==> src/rtl/add_seq_32.sv <==
// Sequential 32-bit adder: time-multiplexes an external 8-bit adder over four
// byte cycles, least significant byte first, chaining the carry in a register.
module add_seq_32 (
    input  logic        clk,
    input  logic        reset,
    input  logic        start,
    input  logic [31:0] a,
    input  logic [31:0] b,
    input  logic        cin,
    output logic [7:0]  add_a,
    output logic [7:0]  add_b,
    output logic        add_cin,
    input  logic [7:0]  add_y,
    input  logic        add_co,
    output logic        busy,
    output logic        done,
    output logic [31:0] y,
    output logic        co,
    output logic        ovf
);

    typedef enum logic [1:0] {
        IDLE = 2'd0,
        ADD  = 2'd1,
        DONE = 2'd2
    } state_t;

    state_t      state;
    logic [1:0]  idx;
    logic [31:0] a_reg;
    logic [31:0] b_reg;
    logic        cin_reg;
    logic        carry;
    logic [23:0] sum_lo;
    logic [4:0]  bit_ofs;

    assign bit_ofs = {idx, 3'b000};

    // Byte lanes are selected straight from the captured operands so the
    // external adder sees stable inputs for the whole ADD cycle.
    always_comb begin
        add_a   = 8'd0;
        add_b   = 8'd0;
        add_cin = 1'b0;
        if (state == ADD) begin
            add_a   = a_reg[bit_ofs +: 8];
            add_b   = b_reg[bit_ofs +: 8];
            add_cin = (idx == 2'd0) ? cin_reg : carry;
        end
    end

    always_ff @(posedge clk or posedge reset) begin
        if (reset) begin
            state   <= IDLE;
            idx     <= 2'd0;
            a_reg   <= 32'd0;
            b_reg   <= 32'd0;
            cin_reg <= 1'b0;
            carry   <= 1'b0;
            sum_lo  <= 24'd0;
            y       <= 32'd0;
            co      <= 1'b0;
            ovf     <= 1'b0;
            done    <= 1'b0;
            busy    <= 1'b0;
        end else begin
            done <= 1'b0;
            case (state)
                IDLE: begin
                    if (start) begin
                        a_reg   <= a;
                        b_reg   <= b;
                        cin_reg <= cin;
                        idx     <= 2'd0;
                        busy    <= 1'b1;
                        state   <= ADD;
                    end
                end
                ADD: begin
                    carry <= add_co;
                    case (idx)
                        2'd0: sum_lo[7:0]   <= add_y;
                        2'd1: sum_lo[15:8]  <= add_y;
                        2'd2: sum_lo[23:16] <= add_y;
                        default: begin
                            // Final byte: publish the whole result at once so y,
                            // co and ovf only ever change together with done.
                            y     <= {add_y, sum_lo};
                            co    <= add_co;
                            ovf   <= (a_reg[31] == b_reg[31]) && (add_y[7] != a_reg[31]);
                            done  <= 1'b1;
                            state <= DONE;
                        end
                    endcase
                    if (idx != 2'd3) begin
                        idx <= idx + 2'd1;
                    end
                end
                DONE: begin
                    busy  <= 1'b0;
                    idx   <= 2'd0;
                    state <= IDLE;
                end
                default: begin
                    busy  <= 1'b0;
                    state <= IDLE;
                end
            endcase
        end
    end

endmodule

==> config.mk <==
export PLATFORM = sky130hd
export DESIGN_NAME = add_seq_32
export DESIGN_NICKNAME = d
export VERILOG_FILES = /design/src/rtl/add_seq_32.sv
export SDC_FILE = /design/constraint.sdc
export NUM_CORES = 1
export LEC_CHECK = 0
export ABC_AREA = 1
export ABC_CLOCK_PERIOD_IN_PS = 7750
export CORE_UTILIZATION = 55
export DETAILED_ROUTE_END_ITERATION = 8
export HOLD_SLACK_MARGIN = 0.03
export PLACE_DENSITY = 0.86
export SLEW_MARGIN = 0
export SYNTH_ARGS = -nofsm -noshare
export SYNTH_HDL_FRONTEND = slang
export SYNTH_SLANG_ARGS = --single-unit
export TNS_END_PERCENT = 20
==> constraint.sdc <==
create_clock -name clk -period 7.75 [get_ports clk]
set_input_delay 1.1625 -clock clk [delete_from_list [all_inputs] [get_ports clk]]
set_output_delay 1.1625 -clock clk [all_outputs]
set_load 0.1 [all_outputs]
==> results of run 1 <==
cells in the final DEF (no fill, tap or decap), types with 16 or more instances in the layout:
cell                              synthesis  final
sky130_fd_sc_hd__o21ai_1                 27     27
sky130_fd_sc_hd__nand3_1                 33     33
sky130_fd_sc_hd__clkdlybuf4s50_1          0    129
sky130_fd_sc_hd__clkbuf_16                0     16
sky130_fd_sc_hd__a21oi_2                 65     65
sky130_fd_sc_hd__dfrtp_1                130    130
sky130_fd_sc_hd__inv_1                   79     78
sky130_fd_sc_hd__nand2_1                180    180
sky130_fd_sc_hd__a21oi_1                 17     17
sky130_fd_sc_hd__nor2_1                  63     63
kinds of logic after synthesis:
| group | count (synthesis) | synth area share, % |
|---|---|---|
| AO/OA/AOI/OAI | 121 | 14.34 |
| adder cells (fa/ha/maj) | 5 | 1.056 |
| buffers and inverters | 118 | 9.653 |
| flip-flops | 130 | 54.92 |
| AND/OR/NAND/NOR | 288 | 20.03 |
path summary, 6_finish.rpt:
kind                                          from                     to  slack (ps)
max in group asynchronous                    reset  a_reg[23]$_DFFE_PP0P_        5280
min in group asynchronous                    reset  b_reg[18]$_DFFE_PP0P_        1100
worst min-delay path             y[18]$_DFFE_PP0P_      y[18]$_DFFE_PP0P_         470
worst max-delay path            idx[0]$_DFFE_PP0P_                add_cin        2530
worst min register to register   y[18]$_DFFE_PP0P_      y[18]$_DFFE_PP0P_         470
worst max register to register  idx[0]$_DFFE_PP0P_      y[30]$_DFFE_PP0P_        5060
layout make-up:
type	count	area (um2)	share of cell area (%)
multi-input combinational	414	2112	27.30
sequential	130	3253	42.05
clock buffer	22	452.9	5.855
timing repair buffer	130	1299	16.79
tap	136	170.2	2.200
clock inverter	10	132.6	1.714
inverter	83	316.6	4.092
through the flow:
step                util, %  setup WS [ps]  cell area [um2]  hold slack [ps]
finish                74.60           2526             7736            473.1
global route          74.60           2311             7736            484.5
CTS                   74.60           2579             7736            473.5
detailed placement    68.96           3145             7151            459.1
global placement      68.96           3189             7151            453.8
floorplan                 -           3118             5923            447.8
worst max-delay path, cell delays in order, from the launching register on:
cell and delay, ps:
sky130_fd_sc_hd__dfrtp_1 1160, sky130_fd_sc_hd__inv_2 570, sky130_fd_sc_hd__ha_1 430, sky130_fd_sc_hd__a21oi_1 140, sky130_fd_sc_hd__clkdlybuf4s50_1 1190
layer usage:
layer  vias to the layer above  global-route usage [%]
li1                       2281                       -
met1                      2240                   32.34
met2                       182                   44.16
met3                        24                   7.792
met4                         0                   8.433
met5                         -                       0
==> results.md, run 1 <==
- By area the synthesized netlist is led by sky130_fd_sc_hd__dfrtp_1, sky130_fd_sc_hd__nand2_1, sky130_fd_sc_hd__a21oi_2.
- The count of unique library cells instantiated by Yosys is 23.
- The total met2 wirelength after detailed routing is 6.796 mm.
- The number of cells in the design after placement is between 800 and 900.
- The detail route stage leaves a number of antenna-violating nets equal to 0.
- The number of cells on the worst reg-to-reg path is 6.
- The shortest period the worst path allows is ~5200 ps.
- The setup total negative slack is 0 ps.
- Yosys printed 0 warnings.
- Setup violations remaining at the end of the flow were counted as 0.
- The H-tree depth is 4.
- After clock tree synthesis, the clock-pin slew on the worst setup and hold paths is 60 ps.
- The congestion estimate from routability-driven global placement came to between 0.7 and 0.8.
- Of the synthesized area, sequential elements account for 54.92%.
- Data on the critical path arrives at its endpoint at 4060 ps.
- Wires add up to 13.60 mm.
- The total die area is 0.01119 mm2.
- The headroom to the max-slew limit is 17.71%.
- The number of buffers created by CTS is 17.
- Synthesis inferred 130 register bits.
- The chip width is about 110 um.
- Setup repair after global routing left no endpoint under its margin.
- Sorting the synthesized cells by how often they occur yields sky130_fd_sc_hd__nand2_1, sky130_fd_sc_hd__dfrtp_1, sky130_fd_sc_hd__inv_1.
- The filler cell count in the final layout is 731.
- The number of synthesized flops with an enable pin is 0.
- The global-route wire length before repair is roughly 22 mm.
- Dividing the detail-routed via count by the number of cells gives 5.110.
- In the final routed layout, each cell accounts on average for 14.70 um.
- The via count of the first global-routing pass is 4835.
- Row generation in the floorplan step produced 37 rows.
- The total count of max-transition violations in the final report is 0.
- The number of nets handed over by synthesis was between 700 and 800.
- The maximum clock insertion buffer count is 2.
- For the worst-skew pair, the clock arrives at the later sink with an insertion delay of 530 ps.
- Averaged over all synthesized cells, the footprint is 8.947 um2.
- The library cell with the highest instance count after synthesis is sky130_fd_sc_hd__nand2_1.
- The final critical path takes up 67.41% of the cycle.
- The iteration-0 DRC count of the detailed router is 278.
- The met1 routed wirelength after detailed routing is between 5 and 6 mm.
- On the final layout, the worst clock skew is 8.269 ps.
- The DRC violations left is 0.
- The number of port buffers is ~130.
- The total global routing overflow is 0.
- The core box area is 0.01037 mm2.
- Of all nets on the critical path, the largest fanout is 37.
- The post-layout instance count excluding filler cells is 925.
- Measured along the y axis, the die boundary spans around 110 um.
- The flow ran to the end, and the final reports show no timing, DRC or antenna violations.
- The CTS tree is yes.
- The worst hold path belongs to the class register to register.
- The synthesized design spends more area on one cell type than any other, namely sky130_fd_sc_hd__dfrtp_1.
- For this run, the detailed router's first-pass iteration total came to 8.
- The number of nets in the layout is between 800 and 900.
- The critical path start-end classification is register to primary output.
- The number of antenna diodes in the final layout is 0.
- After synthesis, the share of flip-flops with an asynchronous set or reset is between 90% and 100%.
- The synthesized instance count is 662.
- The hold violation count in the final report is 0.
- The area growth from synthesis to layout is 30.61%.
- The number of cells on the worst hold path is 2.
- STA classifies the critical path startpoint as a register.
- The initial utilization of the core area, before any placement, comes to 57.12%.
- The actual transition at the worst max-transition pin is about 1200 ps.
- The clock tree root buffer cell is sky130_fd_sc_hd__clkbuf_8.
- The estimated wirelength of the detail-placed design is 9.022 mm.
- In the global route stage, overall resource usage came out at 26.20%.
- The share of cells above drive strength 1 is between 10% and 20%.
- The worst setup path is captured at a primary output.
- In this run the biggest area consumer among cell types represents 54.92% of the synthesized area.
- The data required time at the worst endpoint is around 6600 ps.
- Entering global routing, the biggest net connects about 130 pins.
- The number of max-cap violations is 0.
- The count of hold buffers inserted by post-cts repair is 0.
- The via total after detailed routing is 4727.
- The number of setup buffers added after CTS is 0.
- After clock tree synthesis, the repair step resized 0 gates.
- The detailed router used layers up to and including met4.
- The most used flip-flop cell after synthesis is sky130_fd_sc_hd__dfrtp_1.
- Pin placement for this block handled 130 I/O pins.
- The number of clock sinks is 130.
- In this run the cell area of the synthesized design comes to about 0.006 mm2.
- The routed wire length on met3 is 1.006 mm.
- The initial antenna violation count is 0.
- The maximum achievable frequency is ~0.19 GHz.
Power of run 1 is not shown: default switching activity piles up to over one toggle a cycle in this logic, so the estimate is an artifact.
==> run 2, diff against run 1 <==
--- a/config.mk
+++ b/config.mk
@@ -6,11 +6,11 @@
 export NUM_CORES = 1
 export LEC_CHECK = 0
 export ABC_AREA = 1
-export ABC_CLOCK_PERIOD_IN_PS = 7750
-export CORE_UTILIZATION = 55
+export ABC_CLOCK_PERIOD_IN_PS = 5200
+export CORE_UTILIZATION = 51
 export DETAILED_ROUTE_END_ITERATION = 8
 export HOLD_SLACK_MARGIN = 0.03
-export PLACE_DENSITY = 0.86
+export PLACE_DENSITY = 0.8
 export SLEW_MARGIN = 0
 export SYNTH_ARGS = -nofsm -noshare
 export SYNTH_HDL_FRONTEND = slang
==> constraint.sdc (replaced) <==
create_clock -name clk -period 5.2 [get_ports clk]
set_input_delay 0.78 -clock clk [delete_from_list [all_inputs] [get_ports clk]]
set_output_delay 0.78 -clock clk [all_outputs]
set_load 0.1 [all_outputs]
==> results.md, run 2 (synthesized netlist as in run 1, its figures left out) <==
- Leaving out fill and tap cells, the most frequent cell in the layout is sky130_fd_sc_hd__nand2_1.
- The kind of end point of the critical path is a primary output.
- The share of cells above drive strength 1 is 16.46% (+2.6 points).
- The insertion delay to the later sink of the worst-skew pair is 410 ps (-120 ps).
- The vertical extent of the die is 109.8 um (+3.8%).
- The delay of the slowest cell on the worst path was 810 ps (-380 ps).
- The data required time at the worst endpoint came to 4420 ps (-2170 ps).
- From synthesis to final layout, the design area changed by 31.37%.
- The DRC violations left was 0 (unchanged).
- The antenna violation net count after detailed routing was 0 (unchanged).
- The estimated wirelength of the detail-placed design is 9.234 mm (+2.3%).
- The H-tree depth is 4 (unchanged).
- The worst setup skew after layout is 9.351 ps (+1.082 ps).
- The via count of the first global-routing pass is 4876 (+0.85%).
- The count of boundary I/O pins is 130 (unchanged).
- The final setup violation count is 0 (unchanged).
- The number of nets in the layout was 860 (+0.23%).
- The detail-routed via count per cell was 5.157 (+0.91%).
- The top cell types in the final layout, fill and taps aside, are sky130_fd_sc_hd__nand2_1, sky130_fd_sc_hd__dfrtp_1, sky130_fd_sc_hd__clkdlybuf4s50_1.
- The data arrival time of the worst path is 2880 ps (-1180 ps).
- The routed wire length is 14.09 mm (+3.6%).
- The final weighted congestion in routability-driven placement was 0.9022 (+14%).
- The critical path goes through clkinv_1 > ha_1 > a21oi_1 > buf_4.
- The hold violation count in the final report is 0 (unchanged).
- The standard cell with the maximum stage delay on the critical path is sky130_fd_sc_hd__dfrtp_1.
- The post-cts resize count came to 0 (unchanged).
- The maximum clock insertion buffer count is 2 (unchanged).
- The total count of max-transition violations in the final report was 0 (unchanged).
- The count of hold buffers inserted by post-cts repair is 0 (unchanged).
- The number of optimization iterations in the first detailed-route pass is 5 (-3).
- STA classifies the critical path startpoint as a register.
- The number of max-cap violations was 0 (unchanged).
- The pin count of the biggest net entering global routing is 133 (unchanged).
- Subtracting the final worst setup slack from the clock period gives between 3000 and 4000 ps.
- The headroom to the max-slew limit is 32.04% (+14 points).
- Setup repair after global routing left no endpoint under its margin.
- The effective utilization at floorplan came to 53.47% (-3.7 points).
- The maximum fanout encountered on the critical timing path is 21 (-43%).
- The flow ran to the end, and the final reports show no timing, DRC or antenna violations.
- The actual transition at the worst max-transition pin is 1016 ps (-218.1 ps).
- The number of clock sinks is 130 (unchanged).
- The setup total negative slack is 0 ps (unchanged).
- Grouping stages by cell kind, the critical path spends the most delay in buffers and inverters.
- The final cycle utilization of the critical path is 70.31%.
- The maximum achievable frequency is 0.2735 GHz.
- The number of buffers and inverters on the critical path is 2 (unchanged).
- The clock tree root buffer cell is sky130_fd_sc_hd__clkbuf_16.
- The initial antenna violation count was 0 (unchanged).
- The type of the most critical hold path is register to register.
- The global-route wire length before repair is 23.17 mm (+3.1%).
- The worst setup path is of the register to primary output kind.
- The total die area is 0.01205 mm2 (+7.7%).
- TritonCTS built the clock tree.
- The total global routing overflow is 0 (unchanged).
- The iteration-0 DRC count of the detailed router was 376 (+35%).
- The number of cell rows is 38 (+2.7%).
- The chip width is 109.8 um (+3.8%).
- The count of buffers added by post-CTS timing repair for setup came to 0 (unchanged).
- The global routing usage summed across all routing layers is 25.45% (-0.75 points).
- The number of buffers created by CTS is 17 (unchanged).
- The core box area is 0.01108 mm2 (+6.8%).
- The number of port buffers is 129 (unchanged).
- The routed length per instance is 15.15 um (+3.0%).
- The via total after detailed routing came to 4796 (+1.5%).
- The diode insertion count for antenna repair is 0 (unchanged).
- The clock slew seen by the registers of the worst setup and hold paths is 60 ps (about the same).
[run 2: cell types whose count changed in the layout (fill, tap and decap cells not counted), moves of 3 or more]
| cell | previous run | this run |
|---|---|---|
| sky130_fd_sc_hd__clkdlybuf4s50_1 | 129 | 112 |
| sky130_fd_sc_hd__clkbuf_8 | 3 | 0 |
| sky130_fd_sc_hd__clkinv_4 | 0 | 4 |
| sky130_fd_sc_hd__buf_4 | 1 | 20 |
| sky130_fd_sc_hd__inv_6 | 0 | 4 |
| sky130_fd_sc_hd__clkbuf_1 | 3 | 0 |
| sky130_fd_sc_hd__clkinv_2 | 4 | 0 |
[run 2: worst paths after layout]
kind                       cells after the start  slack (ps)          startpoint                     to
max                                            4        1540  idx[1]$_DFFE_PP0P_                add_cin
min                                            2         470   y[22]$_DFFE_PP0P_      y[22]$_DFFE_PP0P_
max reg2reg                                    5        2750  idx[1]$_DFFE_PP0P_  sum_lo[4]$_DFFE_PP0P_
min reg2reg                                    2         470   y[22]$_DFFE_PP0P_      y[22]$_DFFE_PP0P_
max in group asynchronous                      3        3330               reset      y[14]$_DFFE_PP0P_
min in group asynchronous                      2         720               reset  b_reg[20]$_DFFE_PP0P_
[run 2: metal layers]
| layer | share of wire, % | global-route usage, % | vias to the layer above |
|---|---|---|---|
| met5 | 0 | 0 | - |
| met4 | 2.1 | 8.762 | 0 |
| met3 | 6.4 | 6.698 | 29 |
| met2 | 49 | 42.41 | 191 |
| met1 | 43 | 32.13 | 2282 |
| li1 | - | - | 2294 |
[run 2: tightest hold or removal path, cell delays in order (launching register included)]
cell and delay, ps:
sky130_fd_sc_hd__dfrtp_1 340, sky130_fd_sc_hd__nand2_1 50, sky130_fd_sc_hd__nand2_1 50
[run 2: cell type report]
cell class / count / area (um2)
sequential: 130 / 3253
fill: 858 / 3297
timing repair buffer: 132 / 1271
clock inverter: 14 / 227.7
clock buffer: 17 / 425.4
tap: 140 / 175.2
multi-input combinational: 414 / 2112
inverter: 83 / 316.6
[run 2: stage by stage]
| step | util, % | setup WS, ps | cells | cell area (um2) | hold slack, ps |
|---|---|---|---|---|---|
| CTS | 70.24 | 1595 | 930 | 7781 | 476.8 |
| global route | 70.24 | 1391 | 930 | 7781 | 499.1 |
| detailed placement | 64.34 | 2059 | 899 | 7128 | 461.1 |
| finish | 70.24 | 1544 | 930 | 7781 | 473.5 |
| floorplan | - | 950.7 | 662 | 5923 | 447.8 |
| global placement | 64.34 | 2141 | 899 | 7128 | 452.8 |
Power of run 2 is left out for the same reason.
